==> src/rtl/s_axil_cfg_regs.sv <==
// s_axil_cfg_regs: AXI4-Lite register file that programs the counter write master.
// Map (index = addr[ADDR_WIDTH-1:2]): 0x00 ENABLED, 0x04 ADDR_W_0, 0x08 ADDR_W_1,
// 0x0C LENGTH, 0x10 INCR_STEP, 0x14 STATUS (read-only, live from status_i).
// Optional: define AXIL_CFG_AUTOCLR_EN to let a done_i pulse clear ENABLED[0].
module s_axil_cfg_regs #(
    parameter int unsigned DATA_WIDTH = 32,
    parameter int unsigned ADDR_WIDTH = 32,
    parameter int unsigned REG_COUNT  = 6
) (
    input  logic                    clk,
    input  logic                    areset,
    input  logic [ADDR_WIDTH-1:0]   awaddr_i,
    input  logic                    awvalid_i,
    output logic                    awready_o,
    input  logic [DATA_WIDTH-1:0]   wdata_i,
    input  logic [DATA_WIDTH/8-1:0] wstrb_i,
    input  logic                    wvalid_i,
    output logic                    wready_o,
    output logic [1:0]              bresp_o,
    output logic                    bvalid_o,
    input  logic                    bready_i,
    input  logic [ADDR_WIDTH-1:0]   araddr_i,
    input  logic                    arvalid_i,
    output logic                    arready_o,
    output logic [DATA_WIDTH-1:0]   rdata_o,
    output logic [1:0]              rresp_o,
    output logic                    rvalid_o,
    input  logic                    rready_i,
    output logic [DATA_WIDTH-1:0]   regs_o [0:REG_COUNT-1],
    input  logic [DATA_WIDTH-1:0]   status_i,
    input  logic                    done_i
);
    localparam int unsigned StrbW     = DATA_WIDTH / 8;
    localparam int unsigned IdxW      = ADDR_WIDTH - 2;
    // STATUS is the last entry; everything below it is host-writable storage.
    localparam int unsigned StatusIdx = REG_COUNT - 1;
    localparam logic [1:0]  RespOkay   = 2'b00;
    localparam logic [1:0]  RespSlvErr = 2'b10;

    typedef enum logic [1:0] {StWIdle, StWExec, StWResp} w_state_e;
    typedef enum logic {StRIdle, StRData} r_state_e;

    w_state_e              w_state_q, w_state_d;
    r_state_e              r_state_q, r_state_d;
    logic                  aw_done_q, aw_done_d;
    logic                  w_done_q, w_done_d;
    logic [IdxW-1:0]       wr_idx_q, wr_idx_d;
    logic [DATA_WIDTH-1:0] wdata_q, wdata_d;
    logic [StrbW-1:0]      wstrb_q, wstrb_d;
    logic                  bvalid_q, bvalid_d;
    logic [1:0]            bresp_q, bresp_d;
    logic                  rvalid_q, rvalid_d;
    logic [1:0]            rresp_q, rresp_d;
    logic [DATA_WIDTH-1:0] rdata_q, rdata_d;
    logic [DATA_WIDTH-1:0] regs_q [StatusIdx];
    logic [DATA_WIDTH-1:0] regs_d [StatusIdx];

    logic                  aw_hs, w_hs, ar_hs, wr_ok;
    logic [IdxW-1:0]       rd_idx;
    logic [DATA_WIDTH-1:0] rd_data;
    logic [1:0]            rd_resp;

    assign awready_o = (w_state_q == StWIdle) && !aw_done_q;
    assign wready_o  = (w_state_q == StWIdle) && !w_done_q;
    assign arready_o = (r_state_q == StRIdle);
    assign aw_hs     = awvalid_i && awready_o;
    assign w_hs      = wvalid_i && wready_o;
    assign ar_hs     = arvalid_i && arready_o;
    assign wr_ok     = wr_idx_q < IdxW'(StatusIdx);
    assign rd_idx    = araddr_i[ADDR_WIDTH-1:2];

    assign bvalid_o = bvalid_q;
    assign bresp_o  = bresp_q;
    assign rvalid_o = rvalid_q;
    assign rresp_o  = rresp_q;
    assign rdata_o  = rdata_q;

    // Byte-offset bits and (when auto-clear is off) done_i carry no information here.
    logic unused_inputs;
`ifdef AXIL_CFG_AUTOCLR_EN
    assign unused_inputs = ^{awaddr_i[1:0], araddr_i[1:0]};
`else
    assign unused_inputs = ^{awaddr_i[1:0], araddr_i[1:0], done_i};
`endif

    // Configuration array towards the master; STATUS is a straight passthrough.
    always_comb begin
        for (int i = 0; i < int'(StatusIdx); i++) begin
            regs_o[i] = regs_q[i];
        end
        regs_o[StatusIdx] = status_i;
    end

    // Read mux: out-of-range indices read as zero with SLVERR.
    always_comb begin
        rd_data = '0;
        rd_resp = RespSlvErr;
        for (int i = 0; i < int'(StatusIdx); i++) begin
            if (rd_idx == IdxW'(i)) begin
                rd_data = regs_q[i];
                rd_resp = RespOkay;
            end
        end
        if (rd_idx == IdxW'(StatusIdx)) begin
            rd_data = status_i;
            rd_resp = RespOkay;
        end
    end

    // Register next state: auto-clear first so a coincident host write overrides it.
    always_comb begin
        regs_d = regs_q;
`ifdef AXIL_CFG_AUTOCLR_EN
        if (done_i) begin
            regs_d[0][0] = 1'b0;
        end
`endif
        if (w_state_q == StWExec) begin
            for (int i = 0; i < int'(StatusIdx); i++) begin
                if (wr_idx_q == IdxW'(i)) begin
                    for (int b = 0; b < int'(StrbW); b++) begin
                        if (wstrb_q[b]) begin
                            regs_d[i][b*8 +: 8] = wdata_q[b*8 +: 8];
                        end
                    end
                end
            end
        end
    end

    // Write channel FSM: capture AW and W independently, commit, then respond.
    always_comb begin
        w_state_d = w_state_q;
        aw_done_d = aw_done_q;
        w_done_d  = w_done_q;
        wr_idx_d  = wr_idx_q;
        wdata_d   = wdata_q;
        wstrb_d   = wstrb_q;
        bvalid_d  = bvalid_q;
        bresp_d   = bresp_q;
        unique case (w_state_q)
            StWIdle: begin
                if (aw_hs) begin
                    aw_done_d = 1'b1;
                    wr_idx_d  = awaddr_i[ADDR_WIDTH-1:2];
                end
                if (w_hs) begin
                    w_done_d = 1'b1;
                    wdata_d  = wdata_i;
                    wstrb_d  = wstrb_i;
                end
                if ((aw_done_q || aw_hs) && (w_done_q || w_hs)) begin
                    w_state_d = StWExec;
                end
            end
            StWExec: begin
                aw_done_d = 1'b0;
                w_done_d  = 1'b0;
                bvalid_d  = 1'b1;
                bresp_d   = wr_ok ? RespOkay : RespSlvErr;
                w_state_d = StWResp;
            end
            StWResp: begin
                if (bready_i) begin
                    bvalid_d  = 1'b0;
                    w_state_d = StWIdle;
                end
            end
            default: w_state_d = StWIdle;
        endcase
    end

    // Read channel FSM: sample on AR, hold the response until accepted.
    always_comb begin
        r_state_d = r_state_q;
        rvalid_d  = rvalid_q;
        rresp_d   = rresp_q;
        rdata_d   = rdata_q;
        case (r_state_q)
            StRIdle: begin
                if (ar_hs) begin
                    rdata_d   = rd_data;
                    rresp_d   = rd_resp;
                    rvalid_d  = 1'b1;
                    r_state_d = StRData;
                end
            end
            StRData: begin
                if (rready_i) begin
                    rvalid_d  = 1'b0;
                    r_state_d = StRIdle;
                end
            end
            default: r_state_d = StRIdle;
        endcase
    end

    // State registers with synchronous active-low reset; reset drops any open transaction.
    always_ff @(posedge clk) begin
        if (!areset) begin
            w_state_q <= StWIdle;
            r_state_q <= StRIdle;
            aw_done_q <= 1'b0;
            w_done_q  <= 1'b0;
            wr_idx_q  <= '0;
            wdata_q   <= '0;
            wstrb_q   <= '0;
            bvalid_q  <= 1'b0;
            bresp_q   <= RespOkay;
            rvalid_q  <= 1'b0;
            rresp_q   <= RespOkay;
            rdata_q   <= '0;
            for (int i = 0; i < int'(StatusIdx); i++) begin
                regs_q[i] <= '0;
            end
        end else begin
            w_state_q <= w_state_d;
            r_state_q <= r_state_d;
            aw_done_q <= aw_done_d;
            w_done_q  <= w_done_d;
            wr_idx_q  <= wr_idx_d;
            wdata_q   <= wdata_d;
            wstrb_q   <= wstrb_d;
            bvalid_q  <= bvalid_d;
            bresp_q   <= bresp_d;
            rvalid_q  <= rvalid_d;
            rresp_q   <= rresp_d;
            rdata_q   <= rdata_d;
            regs_q    <= regs_d;
        end
    end

endmodule

==> config.mk <==
export PLATFORM = sky130hd
export DESIGN_NAME = s_axil_cfg_regs
export DESIGN_NICKNAME = d
export VERILOG_FILES = /design/src/rtl/s_axil_cfg_regs.sv
export SDC_FILE = /design/constraint.sdc
export NUM_CORES = 1
export LEC_CHECK = 0
export ABC_AREA = 1
export CORE_ASPECT_RATIO = 1.75
export CORE_MARGIN = 2
export CORE_UTILIZATION = 51
export CTS_CLUSTER_SIZE = 14
export DETAILED_ROUTE_END_ITERATION = 8
export PLACE_DENSITY_LB_ADDON = 0.15
export SYNTH_ARGS = -nofsm -noshare
export SYNTH_HDL_FRONTEND = slang
export SYNTH_SLANG_ARGS = --single-unit
==> constraint.sdc <==
create_clock -name clk -period 4.7 [get_ports clk]
set_clock_uncertainty 0.15 [all_clocks]
set_input_delay 0.705 -clock clk [delete_from_list [all_inputs] [get_ports clk]]
set_output_delay 0.705 -clock clk [all_outputs]
set_load 0.02 [all_outputs]
Yosys cells after proc, flatten, opt, wreduce, memory -nomap -nowiden:

Index checks and enable logic that the tools add are counted.

* flip-flop bits (word level): 269

* magnitude comparators: 1
* eq/ne operators: 17
* mux-type cells: 28
* bitwise gates (word level): 1
* reductions and logical operators: 43

Operators with widths (number)
* two-way mux 32 bit: 6
* == test 30 x 2 -> 1 bit (second input constant): 4
* == test 30 x 3 -> 1 bit (second input constant): 3
* == test 30 x 1 -> 1 bit (second input constant): 2
* logical NOT 30 bit: 2
* AND reduction 3 bit: 20
* < comparator 30 x 3 -> 1 bit (second input constant): 1
* two-way mux 2 bit: 9
* AND reduction 2 bit: 8
* one-hot mux 1 bit (2 select lines): 5
* inequality test 2 bit (second input constant): 4
* two-way mux 1 bit: 7
* logical AND 1 bit: 6
* one-hot mux 2 bit (3 select lines): 1
* inequality test 2 x 1 -> 1 bit (second input constant): 2
* nonzero test 2 bit: 2
* == test 2 x 1 -> 1 bit (second input constant): 1
* == test 2 bit (second input constant): 1
* logical NOT 1 bit: 2
* logical NOT 2 bit: 1
* logical OR 1 bit: 2
* NOT 1 bit: 1

Logic depth before layout (Yosys ltp):

Gate-level depths: netlist (run 1).

* depth after elaboration: 7
* mapped depth: 13
* depth with buffers taken out: 11

Worst setup path before layout (run 1):

OpenSTA, ideal clock, no wires.

* path type: in2reg
* start point: in araddr_i[20]
* end point: reg rdata_q[23], in the netlist rdata_o[23]
* setup time: 70 ps
* data arrival time: 1825 ps
* data required time: 4480 ps
* setup slack: 2655 ps
* stages on the path: 11
* buffers on the path: 2
* path through: inv_1 > nand2_1 > nor2_1 > nand2_1 > nor2_1 > buf_4 > clkbuf_1 > nand3_1 > nand4_1 > nand2_1 > a21oi_1

* word-level cells in the longest chain between the ends: 7
* elaborated cells between the ends (all ways): 12
* those cells by class: eq/ne (5); mux (6); reduce/logical (1)

RTL lines
* start, declared: RTL line 22 `input logic [ADDR_WIDTH-1:0] araddr_i,`
* logical NOT 30 bit: RTL line 99 `if (rd_idx == IdxW'(i)) begin`
* two-way mux 32 bit (5 in series): RTL line 99
* two-way mux 32 bit *: RTL line 104 `if (rd_idx == IdxW'(StatusIdx)) begin`
* end signal, assigned: RTL line 228 `rdata_q <= rdata_d;`
* end, declared: RTL line 54 `logic [DATA_WIDTH-1:0] rdata_q, rdata_d;`

Mark *: on every way between the ends. The rest lies on a longest branch, timed or not.
A chain may end at the register's enable or synchronous reset.

Worst setup path after layout (run 1):

* start point: reg w_state_q[1]
* end point: out wready_o

* word-level cells in the longest chain between the ends: 2

RTL lines
* start, declared: RTL line 43 `w_state_e w_state_q, w_state_d;`
* start signal, assigned: RTL line 201 `w_state_q <= StWIdle;`
* start signal, assigned: RTL line 217 `w_state_q <= w_state_d;`
* logical NOT 2 bit: RTL line 64 `assign wready_o = (w_state_q == StWIdle) && !w_done_q;`
* logical AND 1 bit: RTL line 64
* end, declared: RTL line 18 `output logic wready_o,`

No other way between the ends.

==> results of run 1 <==
==> kinds of logic after synthesis <==
logic type / synth area share
simple gates: 0.274
flops: 0.447
compound gates: 0.171
other cells: 0.000314
buf+inv: 0.108
==> flip-flops by register name, indices dropped and copies added, names as in the netlist <==
| signal | flops |
|---|---|
| rdata_o | 32 |
| bvalid_o | 1 |
| w_done_q | 1 |
| w_state_q | 2 |
| rresp_o | 1 |
| rvalid_o | 1 |
| wdata_q | 32 |
| wstrb_q | 4 |
| regs_o | 160 |
| aw_done_q | 1 |
| bresp_o | 1 |
| wr_idx_q | 30 |
| r_state_q | 1 |
==> layout make-up <==
type	instances	area [sq um]	area share
clock inverters	8	115	0.00708
diodes	2	5.00	0.000308
clock buffers	35	703	0.0432
well taps	304	380	0.0234
repair buffers	384	3800	0.234
multi-input cells	1084	5360	0.330
flip-flops and latches	267	5350	0.329
inverters	145	549	0.0338
==> tightest hold or removal path: stages (launching register included) <==
cell	delay, ns
dfxtp_1	0.30
inv_1	0.06
a21oi_1	0.05
==> cell usage after synthesis <==
cell / count
conb_1: 1
nand2_4: 1
dfxtp_1: 267
o22ai_1: 1
o21ai_0: 97
buf_4: 37
o21ai_1: 3
nor2_1: 190
clkinv_1: 1
nand4_1: 34
nand3_1: 199
nor3_2: 4
buf_1: 1
clkbuf_1: 55
nand2_2: 9
nor2_4: 12
a21oi_1: 221
nor3_1: 36
a211oi_2: 32
o2111ai_1: 1
buf_6: 5
nand2_1: 232
nor4_1: 1
a31oi_1: 1
inv_1: 138
nor2_2: 4
buf_2: 41
nand3b_1: 1
nor3_4: 1
o211ai_1: 1
a311oi_1: 1
inv_2: 6
==> through the flow <==
stage	area [sq um]	power, W	util	setup slack (ns)	std cells
2_1_floorplan	12000	0.00270	-	2.65	1635
3_3_place_gp	15400	0.00292	0.667	1.27	2184
3_5_place_dp	15400	0.00293	0.667	1.23	2184
4_1_cts	16300	0.00496	0.702	1.56	2227
5_1_grt	16300	0.00511	0.702	1.44	2229
6_report	16300	0.00494	0.702	1.60	2229
==> where the power goes <==
group,total [W],internal (W),switching [W]
registers,0.00239,0.00233,0.0000678
clock network,0.00206,0.00120,0.000853
logic,0.000486,0.000211,0.000275
==> worst paths after layout <==
kind                      from            to
hold reg to reg   wr_idx_q[12]  wr_idx_q[12]
hold / removal    wr_idx_q[12]  wr_idx_q[12]
setup / recovery  w_state_q[1]      wready_o
setup reg to reg  wr_idx_q[26]    regs_o[78]
==> metal layers <==
| layer | track usage | wire (microns) |
|---|---|---|
| met5 | 0 | 0 |
| met4 | 0.171 | 2320 |
| met3 | 0.0582 | 2900 |
| met2 | 0.525 | 18700 |
| met1 | 0.328 | 14200 |
==> out/metrics.yaml, run 1 <==
wl_per_cell_microns: 17.1
path_class: "reg2out"
wl_microns: 38100
via_per_inst: 5.41
p_per_area_nw_per_um2: 304
rsz0062_at_grt: "no"
synth_cell_types: 32
cts_max_level: 1
firstDrtPassIters: 5
antenna_found_initial: 2
status: "complete, no violations"
setup_tns_ns: 0
initial_core_util: 0.517
n_fill_cell: 1983
ir_drop_mv: 0.291
die_w_microns: 120
postCtsSetupBuffers: 0
core_sq_um: 23100
setup_viol: 0
grt_start_max_net_pins: 102
yosys.area.top_type_share: 0.447
hold_depth: 2
finalHoldWorstSlack_ns: 0.301
nets: 2047
rows: 74
grt_pass1_wl_microns: 58900
postRouteAntennaNets: 0
r2r_cells: 8
crit_top_cell: "nor2_1"
yosysSeqAreaShare: 0.447
hold_buffers: 0
start_kind: "flop"
remaining_drc_errors: 0
crit_path_top_delay_cell: "clkdlybuf4s50_1"
reg2reg_slack_ns: 1.98
critPathCaptureType: "output port"
vias: 12100
cp_data_required_time_ns: 3.85
die_h_microns: 207
fmax_mhz: 323
cts_tree: "done"
grt_pass1_vias: 11200
synth_seq_cells: 267
arrival_ns: 2.24
gp_congestion: 0.914
ioPinCount: 373
synthTopCellsByArea: "dfxtp_1, a21oi_1, nand3_1, nand2_1, nor2_1"
clock_path_buffers: 3
crit_buf_inv: 3
synth_warnings: 0
min_period_ns: 3.10
worst_skew_pair.late_latency_ns: 0.51
cts_buffers: 25
fin_crit_sh: 0.660
syn_area_sq_um: 12000
crit_chain: "nor2_1 > inv_1 > nor2_1 > buf_4 > clkdlybuf4s50_1"
tightest_slew_ns: 1.09
final_cell_mix: "clkdlybuf4s50_1, dfxtp_1, nand2_1"
area_delta_synth_final_pct: 36.0
cts_sinks: 267
synth_area_per_cell_sq_um: 7.32
cpLargestDelayFamily: "buffers and inverters"
grt.total_usage: 0.296
mostFrequentLayoutCell: "clkdlybuf4s50_1"
path_depth: 5
worst-path-max-fanout: 8
p_leak_nw: 5.96
cpPeakStageDelay_ns: 0.61
slew_viol_final: 0
path_clk_slew_ns: 0.06
dp_hpwl_microns: 27700
synth_top_area_cell: "dfxtp_1"
hold_path.class: "reg2reg"
relSlewSlack: 0.269
max_cap_viol_count: 0
numPortBuffers: 365
hold_viol_final: 0
drt-initial-drc-count: 735
grt_overflow_total: 0
layout-drive-gt1-share: 0.0676
cts_resized: 0
root_buffer: "clkbuf_16"
netlist_instances: 1634
die_area_sq_um: 24700
Note: power is estimated with default switching activity, not from simulation.
==> inputs of run 2 (changes only) <==
- CORE_UTILIZATION: 51 -> 43
- clock period: 4.7 -> 2.8 ns (I/O delays scaled with it)
==> out/metrics.yaml, run 2 (synthesis gave the netlist of run 1 again) <==
status: "complete, no violations"
r2r_cells: 8
power.share.switching: 0.243
tightest_slew_ns: 0.510
postRouteAntennaNets: 0
final_cell_mix: "clkdlybuf4s50_1, dfxtp_1, nand2_1"
cts_sinks: 267
mostFrequentLayoutCell: "clkdlybuf4s50_1"
n_fill_cell: 2581
worst_skew_pair.late_latency_ns: 0.53
wl_microns: 39000
area_delta_synth_final_pct: 38.5
r2r-start: "wr_idx_q[18]"
fin_crit_sh: 0.889
rsz0062_at_grt: "no"
p_clk_frac: 0.414
clock_path_buffers: 3
rows: 80
root_buffer: "clkbuf_16"
core_sq_um: 27300
hold_buffers: 0
max_cap_viol_count: 0
largest_reg_flops: 160
critPathCaptureType: "output port"
initial_core_util: 0.438
cts_buffers: 25
die_w_microns: 130
worst-path-max-fanout: 4
die_h_microns: 225
cts_tree: "done"
worstReg2RegEnd: "regs_o[33]"
layout.cells.non_filler: 2311
postCtsSetupBuffers: 0
crit_chain: "nor2_1 > inv_1 > nor2_1 > clkdlybuf4s50_1"
cts_resized: 0
nets: 2066
fmax_mhz: 402
remaining_drc_errors: 0
p_per_area_nw_per_um2: 500
crit_path_top_delay_cell: "clkdlybuf4s50_1"
wl_per_cell_microns: 16.9
cts_max_level: 1
antenna_found_initial: 4
cp_data_required_time_ns: 2.23
finalHoldWorstSlack_ns: 0.189
hold_depth: 3
setup_viol: 0
setup_tns_ns: 0
ioPinCount: 373
firstDrtPassIters: 7
relSlewSlack: 0.659
arrival_ns: 1.92
via_per_inst: 5.18
switchingPower_w: 0.00201
grt_start_max_net_pins: 102
crit_top_cell: "nor2_1"
hp-start: "areset"
start_kind: "flop"
power_frac_seq: 0.485
die_area_sq_um: 29200
ir_drop_mv: 0.584
placedCellCount: 2268
min_to: "wdata_q[23]"
slew_viol_final: 0
p_leak_nw: 6.08
place_ws_ns: 0.268
cpPeakStageDelay_ns: 0.66
dp_hpwl_microns: 28800
drt-initial-drc-count: 670
vias: 12000
internal_power_w: 0.00627
grt_overflow_total: 0
comb_power_share: 0.101
grt.total_usage: 0.257
path_class: "reg2out"
reg2reg_slack_ns: 0.57
layout-drive-gt1-share: 0.0768
hold_viol_final: 0
min_period_ns: 2.49
grt_pass1_wl_microns: 59000
hold_path.class: "in2reg"
grt_pass1_vias: 11100
path_clk_slew_ns: 0.07
numPortBuffers: 365
gp_congestion: 0.910
setup_ws_ns: 0.310
## run 2: changes by cell type in the layout (fill, tap and decap cells not counted)
| cell | delta |
|---|---|
| clkinv_2 | -3 |
| diode_2 | +1 |
| inv_6 | +1 |
| buf_4 | +14 |
| buf_2 | -1 |
| clkbuf_1 | -3 |
| bufinv_16 | -1 |
| clkbuf_8 | +3 |
| buf_12 | +6 |
## run 2: worst max-delay path: cells and delay by family, from the launching register on
family | cells | cell delay [ns]
simple gates | 2 | 0.32
buf+inv | 2 | 0.73
flops | 1 | 0.35
## run 2: per-layer routing
layer,global-route usage,vias to the layer above,share of wire
met5,0,-,0.00028
li1,-,5980,-
met3,0.0521,93,0.078
met4,0.135,2,0.050
met2,0.452,469,0.50
met1,0.288,5421,0.37
## run 2: worst max path at each step
stage | cells after the start | slack [ns] | start | to
floorplan | 11 | 1.04 | araddr_i[20] | rdata_o[23]
global placement | 12 | 0.32 | araddr_i[11] | rdata_o[24]
detailed placement | 12 | 0.27 | araddr_i[11] | rdata_o[25]
CTS | 4 | 0.25 | w_state_q[1] | wready_o
global route | 4 | 0.20 | w_state_q[1] | wready_o
finish | 4 | 0.31 | w_state_q[1] | awready_o
## run 2: power groups by stage
| stage | sequential (W) | combinational, W | clock, W |
|---|---|---|---|
| after floorplan | 0.00407 | 0.000469 | 0 |
| after global placement | 0.00409 | 0.000837 | 0 |
| after detailed placement | 0.00410 | 0.000848 | 0 |
| after CTS | 0.00401 | 0.000852 | 0.00348 |
| after global routing | 0.00403 | 0.000927 | 0.00362 |
| final | 0.00402 | 0.000840 | 0.00342 |
## run 2: stage by stage
| step | area [sq um] | util | power [W] |
|---|---|---|---|
| after CTS | 16600 | 0.606 | 0.00835 |
| after detailed placement | 15700 | 0.576 | 0.00495 |
| after global routing | 16600 | 0.606 | 0.00858 |
| final | 16600 | 0.606 | 0.00828 |
| after global placement | 15700 | 0.576 | 0.00493 |
| after floorplan | 12000 | - | 0.00453 |
## run 2: area by class of cell
| class | instances | area [sq um] | area share |
|---|---|---|---|
| multi-input cells | 1084 | 5360 | 0.324 |
| flip-flops and latches | 267 | 5350 | 0.323 |
| repair buffers | 403 | 4020 | 0.243 |
| clock buffers | 35 | 733 | 0.0443 |
| inverters | 145 | 549 | 0.0332 |
| well taps | 369 | 462 | 0.0279 |
| clock inverters | 5 | 78.8 | 0.00476 |
| diodes | 3 | 7.51 | 0.000453 |
